### config.mk
export PLATFORM = sky130hd
export DESIGN_NAME = alu_mc
export DESIGN_NICKNAME = d
export VERILOG_FILES = /design/src/rtl/alu_pkg.sv /design/src/rtl/alu_muldiv_iter.sv /design/src/rtl/alu_mc.sv
export SDC_FILE = /design/constraint.sdc
export NUM_CORES = 2
export LEC_CHECK = 0
export BUFFER_PORTS_ARGS = -buffer_cell sky130_fd_sc_hd__buf_2
export CORE_MARGIN = 2
export CORE_UTILIZATION = 48
export CTS_BUF_LIST = sky130_fd_sc_hd__clkbuf_8
export DETAILED_ROUTE_END_ITERATION = 6
export GPL_TIMING_DRIVEN = 0
export PLACE_DENSITY_LB_ADDON = 0.15
export SYNTH_ARGS = -nofsm -noshare
export SYNTH_HDL_FRONTEND = slang
export SYNTH_SLANG_ARGS = --single-unit
### constraint.sdc
create_clock -name clk -period 7.3 [get_ports clk]
set_input_delay 0 -clock clk [delete_from_list [all_inputs] [get_ports clk]]
set_output_delay 0 -clock clk [all_outputs]
set_load 0.05 [all_outputs]
### src/rtl/alu_pkg.sv
// Shared op encodings, FSM state type and decode helpers for the handshaked RV32IM ALU.
// Encodings follow {funct7[5], funct7[0], funct3}.
package alu_pkg;

  localparam logic [4:0] OP_ADD    = 5'b00000;
  localparam logic [4:0] OP_SUB    = 5'b10000;
  localparam logic [4:0] OP_SLL    = 5'b00001;
  localparam logic [4:0] OP_SLT    = 5'b00010;
  localparam logic [4:0] OP_SLTU   = 5'b00011;
  localparam logic [4:0] OP_XOR    = 5'b00100;
  localparam logic [4:0] OP_SRL    = 5'b00101;
  localparam logic [4:0] OP_SRA    = 5'b10101;
  localparam logic [4:0] OP_OR     = 5'b00110;
  localparam logic [4:0] OP_AND    = 5'b00111;
  localparam logic [4:0] OP_MUL    = 5'b01000;
  localparam logic [4:0] OP_MULH   = 5'b01001;
  localparam logic [4:0] OP_MULHSU = 5'b01010;
  localparam logic [4:0] OP_MULHU  = 5'b01011;
  localparam logic [4:0] OP_DIV    = 5'b01100;
  localparam logic [4:0] OP_DIVU   = 5'b01101;
  localparam logic [4:0] OP_REM    = 5'b01110;
  localparam logic [4:0] OP_REMU   = 5'b01111;

  typedef enum logic [1:0] {IDLE, CALC, FIX, DONE} state_t;

  function automatic logic is_muldiv(input logic [4:0] ctrl);
    return ctrl[4:3] == 2'b01;
  endfunction

  // Which M ops treat rs1 / rs2 as two's complement
  function automatic logic a_signed(input logic [4:0] ctrl);
    return (ctrl == OP_MULH) || (ctrl == OP_MULHSU) || (ctrl == OP_DIV) || (ctrl == OP_REM);
  endfunction

  function automatic logic b_signed(input logic [4:0] ctrl);
    return (ctrl == OP_MULH) || (ctrl == OP_DIV) || (ctrl == OP_REM);
  endfunction

endpackage

### src/rtl/alu_muldiv_iter.sv
// Iterative unsigned engine: shift-add multiply or restoring divide, one bit per step.
// Operates on magnitudes only; the parent applies signs and special cases.
module alu_muldiv_iter
  import alu_pkg::*;
#(
  parameter int WIDTH = 32
) (
  input  logic               clk,
  input  logic               rst,
  input  logic               start,
  input  logic               step,
  input  logic               mul,
  input  logic [WIDTH-1:0]   op_a,
  input  logic [WIDTH-1:0]   op_b,
  output logic [2*WIDTH-1:0] prod,
  output logic [WIDTH-1:0]   quo,
  output logic [WIDTH-1:0]   rem
);

  logic [WIDTH-1:0] acc;
  logic [WIDTH-1:0] lo;
  logic [WIDTH-1:0] opb;
  logic             is_mul;
  logic [WIDTH:0]   madd;
  logic [WIDTH:0]   shifted;
  logic             fits;
  logic [WIDTH-1:0] diff;

  // acc holds the product high half or the partial remainder; lo holds multiplier or quotient bits
  always_comb begin
    madd    = {1'b0, acc} + (lo[0] ? {1'b0, opb} : '0);
    shifted = {acc, lo[WIDTH-1]};
    fits    = shifted >= {1'b0, opb};
    diff    = shifted[WIDTH-1:0] - opb;
  end

  always_ff @(posedge clk) begin
    if (rst) begin
      acc    <= '0;
      lo     <= '0;
      opb    <= '0;
      is_mul <= 1'b0;
    end else if (start) begin
      acc    <= '0;
      lo     <= op_a;
      opb    <= op_b;
      is_mul <= mul;
    end else if (step) begin
      if (is_mul) begin
        acc <= madd[WIDTH:1];
        lo  <= {madd[0], lo[WIDTH-1:1]};
      end else if (fits) begin
        acc <= diff;
        lo  <= {lo[WIDTH-2:0], 1'b1};
      end else begin
        acc <= shifted[WIDTH-1:0];
        lo  <= {lo[WIDTH-2:0], 1'b0};
      end
    end
  end

  assign prod = {acc, lo};
  assign quo  = lo;
  assign rem  = acc;

endmodule

### src/rtl/alu_mc.sv
// Handshaked multi-cycle RV32IM ALU: single-cycle base ops plus an iterative M-extension engine.
// Optional ALU_MC_FAST_MUL_EN moves all multiplies onto a single-cycle combinational path.
module alu_mc
  import alu_pkg::*;
#(
  parameter int WIDTH = 32,
  parameter int CNT_W = $clog2(WIDTH) + 1
) (
  input  logic             clk,
  input  logic             rst,
  input  logic             in_valid,
  output logic             in_ready,
  input  logic [WIDTH-1:0] a,
  input  logic [WIDTH-1:0] b,
  input  logic [4:0]       ctrl,
  output logic             out_valid,
  input  logic             out_ready,
  output logic [WIDTH-1:0] y,
  output logic             cout,
  output logic             illegal
);

  localparam int SH_W = $clog2(WIDTH);

  state_t             state;
  logic [CNT_W-1:0]   cnt;
  logic [WIDTH-1:0]   ra;
  logic [WIDTH-1:0]   rb;
  logic [4:0]         rctrl;
  logic               accept;
  logic               use_iter;
  logic [WIDTH-1:0]   mag_a;
  logic [WIDTH-1:0]   mag_b;
  logic [2*WIDTH-1:0] prod;
  logic [WIDTH-1:0]   quo;
  logic [WIDTH-1:0]   rem;
  logic [WIDTH:0]     sum;
  logic [WIDTH:0]     diff;
  logic [SH_W-1:0]    shamt;
  logic [WIDTH-1:0]   simple_y;
  logic               simple_cout;
  logic               simple_illegal;
  logic               sa;
  logic               sb;
  logic               div_zero;
  logic               ovf;
  logic [2*WIDTH-1:0] sprod;
  logic [WIDTH-1:0]   fix_y;

  assign in_ready = !rst && ((state == IDLE) || ((state == DONE) && out_ready));
  assign accept   = in_valid && in_ready;

`ifdef ALU_MC_FAST_MUL_EN
  logic signed [2*WIDTH+1:0] fa;
  logic signed [2*WIDTH+1:0] fb;
  logic [2*WIDTH-1:0]        fast_prod;

  always_comb begin
    fa        = {{(WIDTH+2){a_signed(ctrl) & a[WIDTH-1]}}, a};
    fb        = {{(WIDTH+2){b_signed(ctrl) & b[WIDTH-1]}}, b};
    fast_prod = (2*WIDTH)'(fa * fb);
  end

  assign use_iter = is_muldiv(ctrl) && ctrl[2];
`else
  assign use_iter = is_muldiv(ctrl);
`endif

  assign mag_a = (a_signed(ctrl) && a[WIDTH-1]) ? -a : a;
  assign mag_b = (b_signed(ctrl) && b[WIDTH-1]) ? -b : b;

  alu_muldiv_iter #(.WIDTH(WIDTH)) u_iter (
    .clk   (clk),
    .rst   (rst),
    .start (accept && use_iter),
    .step  (state == CALC),
    .mul   (!ctrl[2]),
    .op_a  (mag_a),
    .op_b  (mag_b),
    .prod  (prod),
    .quo   (quo),
    .rem   (rem)
  );

  always_comb begin
    sum            = {1'b0, a} + {1'b0, b};
    diff           = {1'b0, a} - {1'b0, b};
    shamt          = b[SH_W-1:0];
    simple_y       = '0;
    simple_cout    = 1'b0;
    simple_illegal = 1'b0;
    case (ctrl)
      OP_ADD:  begin simple_y = sum[WIDTH-1:0];  simple_cout = sum[WIDTH];   end
      OP_SUB:  begin simple_y = diff[WIDTH-1:0]; simple_cout = ~diff[WIDTH]; end
      OP_SLL:  simple_y = a << shamt;
      OP_SRL:  simple_y = a >> shamt;
      OP_SRA:  simple_y = $signed(a) >>> shamt;
      OP_SLT:  simple_y = {{(WIDTH-1){1'b0}}, $signed(a) < $signed(b)};
      OP_SLTU: simple_y = {{(WIDTH-1){1'b0}}, a < b};
      OP_XOR:  simple_y = a ^ b;
      OP_OR:   simple_y = a | b;
      OP_AND:  simple_y = a & b;
`ifdef ALU_MC_FAST_MUL_EN
      OP_MUL:                        simple_y = fast_prod[WIDTH-1:0];
      OP_MULH, OP_MULHSU, OP_MULHU:  simple_y = fast_prod[2*WIDTH-1:WIDTH];
`endif
      default: simple_illegal = 1'b1;
    endcase
  end

  // Sign restoration and the div-by-zero / MIN/-1 results, from the captured operands
  always_comb begin
    sa       = a_signed(rctrl) && ra[WIDTH-1];
    sb       = b_signed(rctrl) && rb[WIDTH-1];
    div_zero = (rb == '0);
    ovf      = (ra == {1'b1, {(WIDTH-1){1'b0}}}) && (rb == '1);
    sprod    = (sa ^ sb) ? -prod : prod;
    fix_y    = '0;
    case (rctrl)
      OP_MUL:                       fix_y = sprod[WIDTH-1:0];
      OP_MULH, OP_MULHSU, OP_MULHU: fix_y = sprod[2*WIDTH-1:WIDTH];
      OP_DIV:  fix_y = div_zero ? '1 : ovf ? ra : ((sa ^ sb) ? -quo : quo);
      OP_DIVU: fix_y = div_zero ? '1 : quo;
      OP_REM:  fix_y = div_zero ? ra : ovf ? '0 : (sa ? -rem : rem);
      OP_REMU: fix_y = div_zero ? ra : rem;
      default: fix_y = '0;
    endcase
  end

  always_ff @(posedge clk) begin
    if (rst) begin
      state     <= IDLE;
      cnt       <= '0;
      ra        <= '0;
      rb        <= '0;
      rctrl     <= '0;
      y         <= '0;
      cout      <= 1'b0;
      illegal   <= 1'b0;
      out_valid <= 1'b0;
    end else begin
      case (state)
        IDLE, DONE: begin
          if (accept) begin
            ra    <= a;
            rb    <= b;
            rctrl <= ctrl;
            if (use_iter) begin
              state     <= CALC;
              cnt       <= CNT_W'(WIDTH);
              out_valid <= 1'b0;
            end else begin
              state     <= DONE;
              y         <= simple_y;
              cout      <= simple_cout;
              illegal   <= simple_illegal;
              out_valid <= 1'b1;
            end
          end else if ((state == DONE) && out_ready) begin
            state     <= IDLE;
            out_valid <= 1'b0;
          end
        end
        CALC: begin
          cnt <= cnt - CNT_W'(1);
          if (cnt == CNT_W'(1)) state <= FIX;
        end
        FIX: begin
          y         <= fix_y;
          cout      <= 1'b0;
          illegal   <= 1'b0;
          out_valid <= 1'b1;
          state     <= DONE;
        end
        default: state <= IDLE;
      endcase
    end
  end

endmodule

After elaboration in Yosys (flattened, before gate mapping)
Index checks and enable logic that the tools add are counted.

Output and inout port bits: 36. Flip-flop bits (word level): 209.

Muxes and demuxes: 43. $add $sub $neg: 10. Equality and inequality tests: 33. Magnitude comparators: 3. Shifts and indexed selects: 3. Bitwise gates (word level): 5. Reductions and logical operators: 37.

Operators by type and width (number): $mux 32 (18); $pmux 32 s10 (1); $pmux 32 s6 (1); $neg 32->32 (4); $eq 32x32->1 const B (2); $lt 32x32->1 (2); $mux 64 (1); $neg 64->64 (1); $pmux 32 s2 (1); $eq 5x4->1 const B (12); $add 32x32->33 (1); $add 32x33->33 (1); $ge 33x32->1 (1); $sub 32x32->33 (1); $and 32x32->32 (1); $logic_not 32->1 (1); $or 32x32->32 (1); $shl 32x5->32 (1); $shr 32x5->32 (1); $sshr 32x5->32 (1); $sub 32x32->32 (1); $xor 32x32->32 (1); $eq 5x3->1 const B (4); $mux 6 (2); other kinds (27) (73).

Logic depth before layout (Yosys ltp)
Word-level depth: 11. Mapped depth: 17.

By module
Synthesis repeated with hierarchy kept, for this count alone.

Cell total of the unflattened synthesis: 3905. Area total of the unflattened synthesis: 27906.8 µm².

By module, submodules not included: alu_mc (times used 1, area each 19312.3 µm², cells each 2792); alu_muldiv_iter (times used 1, area each 8594.5 µm², cells each 1113).

Worst setup path before layout
Ideal clock, no wire load.

Path kind: input-to-reg. From: in b[2]. To: reg y[29]. Slack: 3.321 ns. Buffers on the path: 5. Arrival: 3.888 ns. Stages on the path: 17. Data required time: 7.209 ns. Cell sequence: clkbuf_1 inv_1 buf_1 buf_1 clkbuf_1 ha_1 clkbuf_1 a21oi_1 a211o_1 a21oi_1 nor3_1 o31ai_1 a21oi_1 o21a_1 o21ai_0 mux2_2 a311oi_1.

Longest elaborated chain between the ends: 5. Elaborated cells between the ends (all ways): 9. Those cells by class: 2 x add/sub; 3 x shift; 4 x mux.

Ends and longest elaborated chain: from (decl) (line alu_mc.sv:14) `input logic [WIDTH-1:0] b,`; $sub 32x32->33, or another cell as far along (line alu_mc.sv:87) `diff = {1'b0, a} - {1'b0, b};`; $pmux 32 s10 * (line alu_mc.sv:92) `case (ctrl)`; $mux 32 * (line alu_mc.sv:148) `if (use_iter) begin`; $mux 32 * (line alu_mc.sv:144) `if (accept) begin`; $pmux 32 s2 * (line alu_mc.sv:142) `case (state)`; to (signal assigned) (line alu_mc.sv:154) `y <= simple_y;`; to (signal assigned) (line alu_mc.sv:169) `y <= fix_y;`; to (decl) (line alu_mc.sv:18) `output logic [WIDTH-1:0] y,`.

Mark *: on every way between the ends. The rest lies on a longest branch, timed or not. The select of a mux whose other input is x is not followed. A chain may end at the register's enable or synchronous reset.

Worst setup path in the final report
From: in b[2]. To: reg y[25].

The elaborated chain is that of the path after synthesis.

==> impl_metrics.tcl <==
set metrics [dict create \
    status "finished, violations left" \
    violations "design-rule violations, max-capacitance violations, max-slew violations" \
    port_buffers 106 \
    worstMarginPinSlew_ns 1.59 \
    yosysSeqAreaShare 0.162 \
    crit_required_ns 7.86 \
    rsz0062_at_grt "false" \
    post_drt_via_cell_ratio 7.00 \
    hold_violations 0 \
    pre_cts_ws_ns 1.10 \
    cts-root-buf "clkbuf_8" \
    final_cell_count_no_fill 4643 \
    dp_hpwl_mm 115 \
    cts_num_sinks 209 \
    startpoint "b[2]" \
    route.vias.total 32500 \
    p_leak_nw 11.0 \
    grt_antenna_before_repair 10 \
    skew_ns 0.0518 \
    crit_path_end_kind "flop" \
    synth_xor_area_frac 0.0670 \
    synth_mux_area_frac 0.0740 \
    grt_max_degree 14 \
    vdd_drop_max_uv 442 \
    cts_buffers 41 \
    synth.cell_area_mm2 0.0258 \
    yosys_register_bits 209 \
    slew_headroom -0.0708 \
    layout_common_cells "a21oi_1, nand2_1, nor2_1, o21ai_0, clkbuf_1" \
    gp_congestion 1.16 \
    synth_fa_ha_area_frac 0.0905 \
    worst_slack_ns 1.40 \
    grt_first_pass_wirelength_mm 206 \
    synth_compound_area_frac 0.313 \
    drc 1 \
    syn-instance-count 3726 \
    yosys_warnings 0 \
    grt_pass1_vias 29400 \
    min_from "a[28]" \
    core-area_mm2 0.0529 \
    crit_chain "buf_2, clkbuf_1, inv_1, buf_1, buf_1, clkbuf_1, ha_1, clkbuf_1, inv_1, a21oi_1, o21a_1, nor4b_1, o211ai_1, a21boi_0, o21ai_0, a211oi_1, mux2i_1, nand2_1" \
    period_share 0.808 \
    ys.flop_type "dfxtp_1" \
    finalSetupViolations 0 \
    critPathLaunchType "input pin" \
    worstPathArrival_ns 6.46 \
    synth.largest_area_cell "dfxtp_1" \
    clkTransAtPathRegs_ns 0.07 \
    ctsResizeCount 0 \
    crit_type "in -> reg" \
    area_growth_syn_to_layout_pct 10.6 \
    dieArea_mm2 0.0556 \
    wirelength_mm 147 \
    max_freq_mhz 170 \
    post_cts_buffers 0 \
    crit_path_frequent_cell "clkbuf_1" \
    start_util 0.487 \
    hold_ws_ns 0.0487 \
    cpPeakStageDelay_ns 0.70 \
    synth_edf_count 0 \
    maxSlewViolCount 10 \
    die_x_um 236 \
    fin_area_mm2 0.0285 \
    drtAntennaViolNets 0 \
    wl_per_cell_um 31.6 \
    cts_max_level 2 \
    num_rows 84 \
    setup_tns_ns 0 \
    synth_cell_types 89 \
    cts_tree "done" \
    io_pins 109 \
    syn_nets 3983 \
    grt_usage 0.506 \
    drtIter0Drc 4790 \
    syn_avg_cell_area_um2 6.92 \
    placed_area_mm2 0.0272 \
    hp-class "in -> reg" \
    synth_top_area_share 0.162 \
    fin_nets 4176 \
    mostFrequentLayoutCell "a21oi_1" \
    async_reset_ff_frac 0 \
    drive_above_1_share 0.0699 \
    synth_area_leaders "dfxtp_1, ha_1, a21oi_1" \
    p_per_area_mw_per_mm2 360 \
    clock_latency_ns 0.68 \
    synth-simple-area-share 0.221 \
    cp_slowest_cell "clkbuf_1" \
    path_max_fanout 11 \
    cap_viol_max_count 2 \
    placedCellCount 4522 \
    fin_crit_ns 5.90 \
    chipHeight_um 236 \
    first_pass_iters 7 \
    reg2reg_from "ra[0]$_SDFFE_PP0P_" \
    synth_top_family_by_area "compound AO/OA/AOI/OAI gates" \
    clock_path_buffers 3 \
    grt_overflow 0 \
]
## Yosys cell counts (all sizes together) (51+ instances only)
master / count
nor2: 383
xor2: 51
a21oi: 404
dfxtp: 209
nand2: 402
nand3: 65
o211ai: 52
nor3: 99
a211oi: 112
buf: 56
mux2i: 105
xnor2: 146
inv: 171
nor4: 51
o21ai: 278
clkbuf: 260
ha: 180
## repair_timing
item / CTS / global route
hold endpoints to repair: 65 / 0
hold buffers: 41 / 0
endpoints found under the setup margin: 0 / 0
## layer usage
metal  routed length, um  GRT usage
met5                  51    0.00693
met2               58800      0.739
met4               15700      0.421
met1               52200      0.607
met3               20200      0.155
## critical path, delay by kind of cell
family	cells	cell delay, ns
AO/OA/AOI/OAI	6	2.02
adder cells (fa/ha/maj)	1	0.22
buffers and inverters	8	3.11
multiplexers	1	0.48
AND/OR/NAND/NOR	2	0.59
## through the flow
stage / util / power [mW]
after floorplan: - / 6.31
after global placement: 0.514 / 8.53
after detailed placement: 0.514 / 8.49
after CTS: 0.539 / 9.82
after global routing: 0.539 / 10.6
final: 0.539 / 10.3
## kinds of logic (layout without fill, tap and decap cells)
| group | count (synthesis) | after routing |
|---|---|---|
| flops | 209 | 209 |
| xor+xnor | 197 | 197 |
| buf+inv | 488 | 712 |
| fa+ha+maj | 184 | 184 |
| simple gates | 1226 | 1226 |
| other cells | 0 | 5 |
| compound gates | 1272 | 1272 |
| mux | 150 | 150 |
## state kept, by name, summed over array words and instances, names as in the netlist
| signal | flops |
|---|---|
| cnt | 6 |
| u_iter.opb | 32 |
| u_iter.quo | 32 |
| state | 2 |
| illegal | 1 |
| rb | 32 |
| ra | 32 |
| rctrl | 5 |
| u_iter.is_mul | 1 |
| y | 32 |
| cout | 1 |
| out_valid | 1 |
| u_iter.rem | 32 |
## path summary, 6_finish.rpt
check / depth (start not counted) / slack, ns / endpoint
max reg2reg: 9 / 2.26 / y[13]$_SDFFE_PP0P_
min reg2reg: 2 / 0.48 / rb[29]$_SDFFE_PP0P_
max: 18 / 1.40 / y[25]$_SDFFE_PP0P_
min: 4 / 0.05 / ra[28]$_SDFFE_PP0P_
## report_power, final
group          internal [mW]  switching (mW)
sequential              1.34           0.240
combinational           2.33            5.04
clock                  0.685           0.621
total                   4.35            5.90
## cell type report
| cell class | count | area (um^2) |
|---|---|---|
| inverter | 172 | 646 |
| clock buffer | 48 | 661 |
| tap | 688 | 861 |
| timing repair buffer | 150 | 966 |
| sequential | 209 | 4180 |
| clock inverter | 26 | 218 |
| multi-input combinational | 3029 | 19700 |
| buffer | 316 | 1230 |
| antenna | 5 | 12.5 |
| fill | 5417 | 24400 |
(Power assumes the default switching activity.)
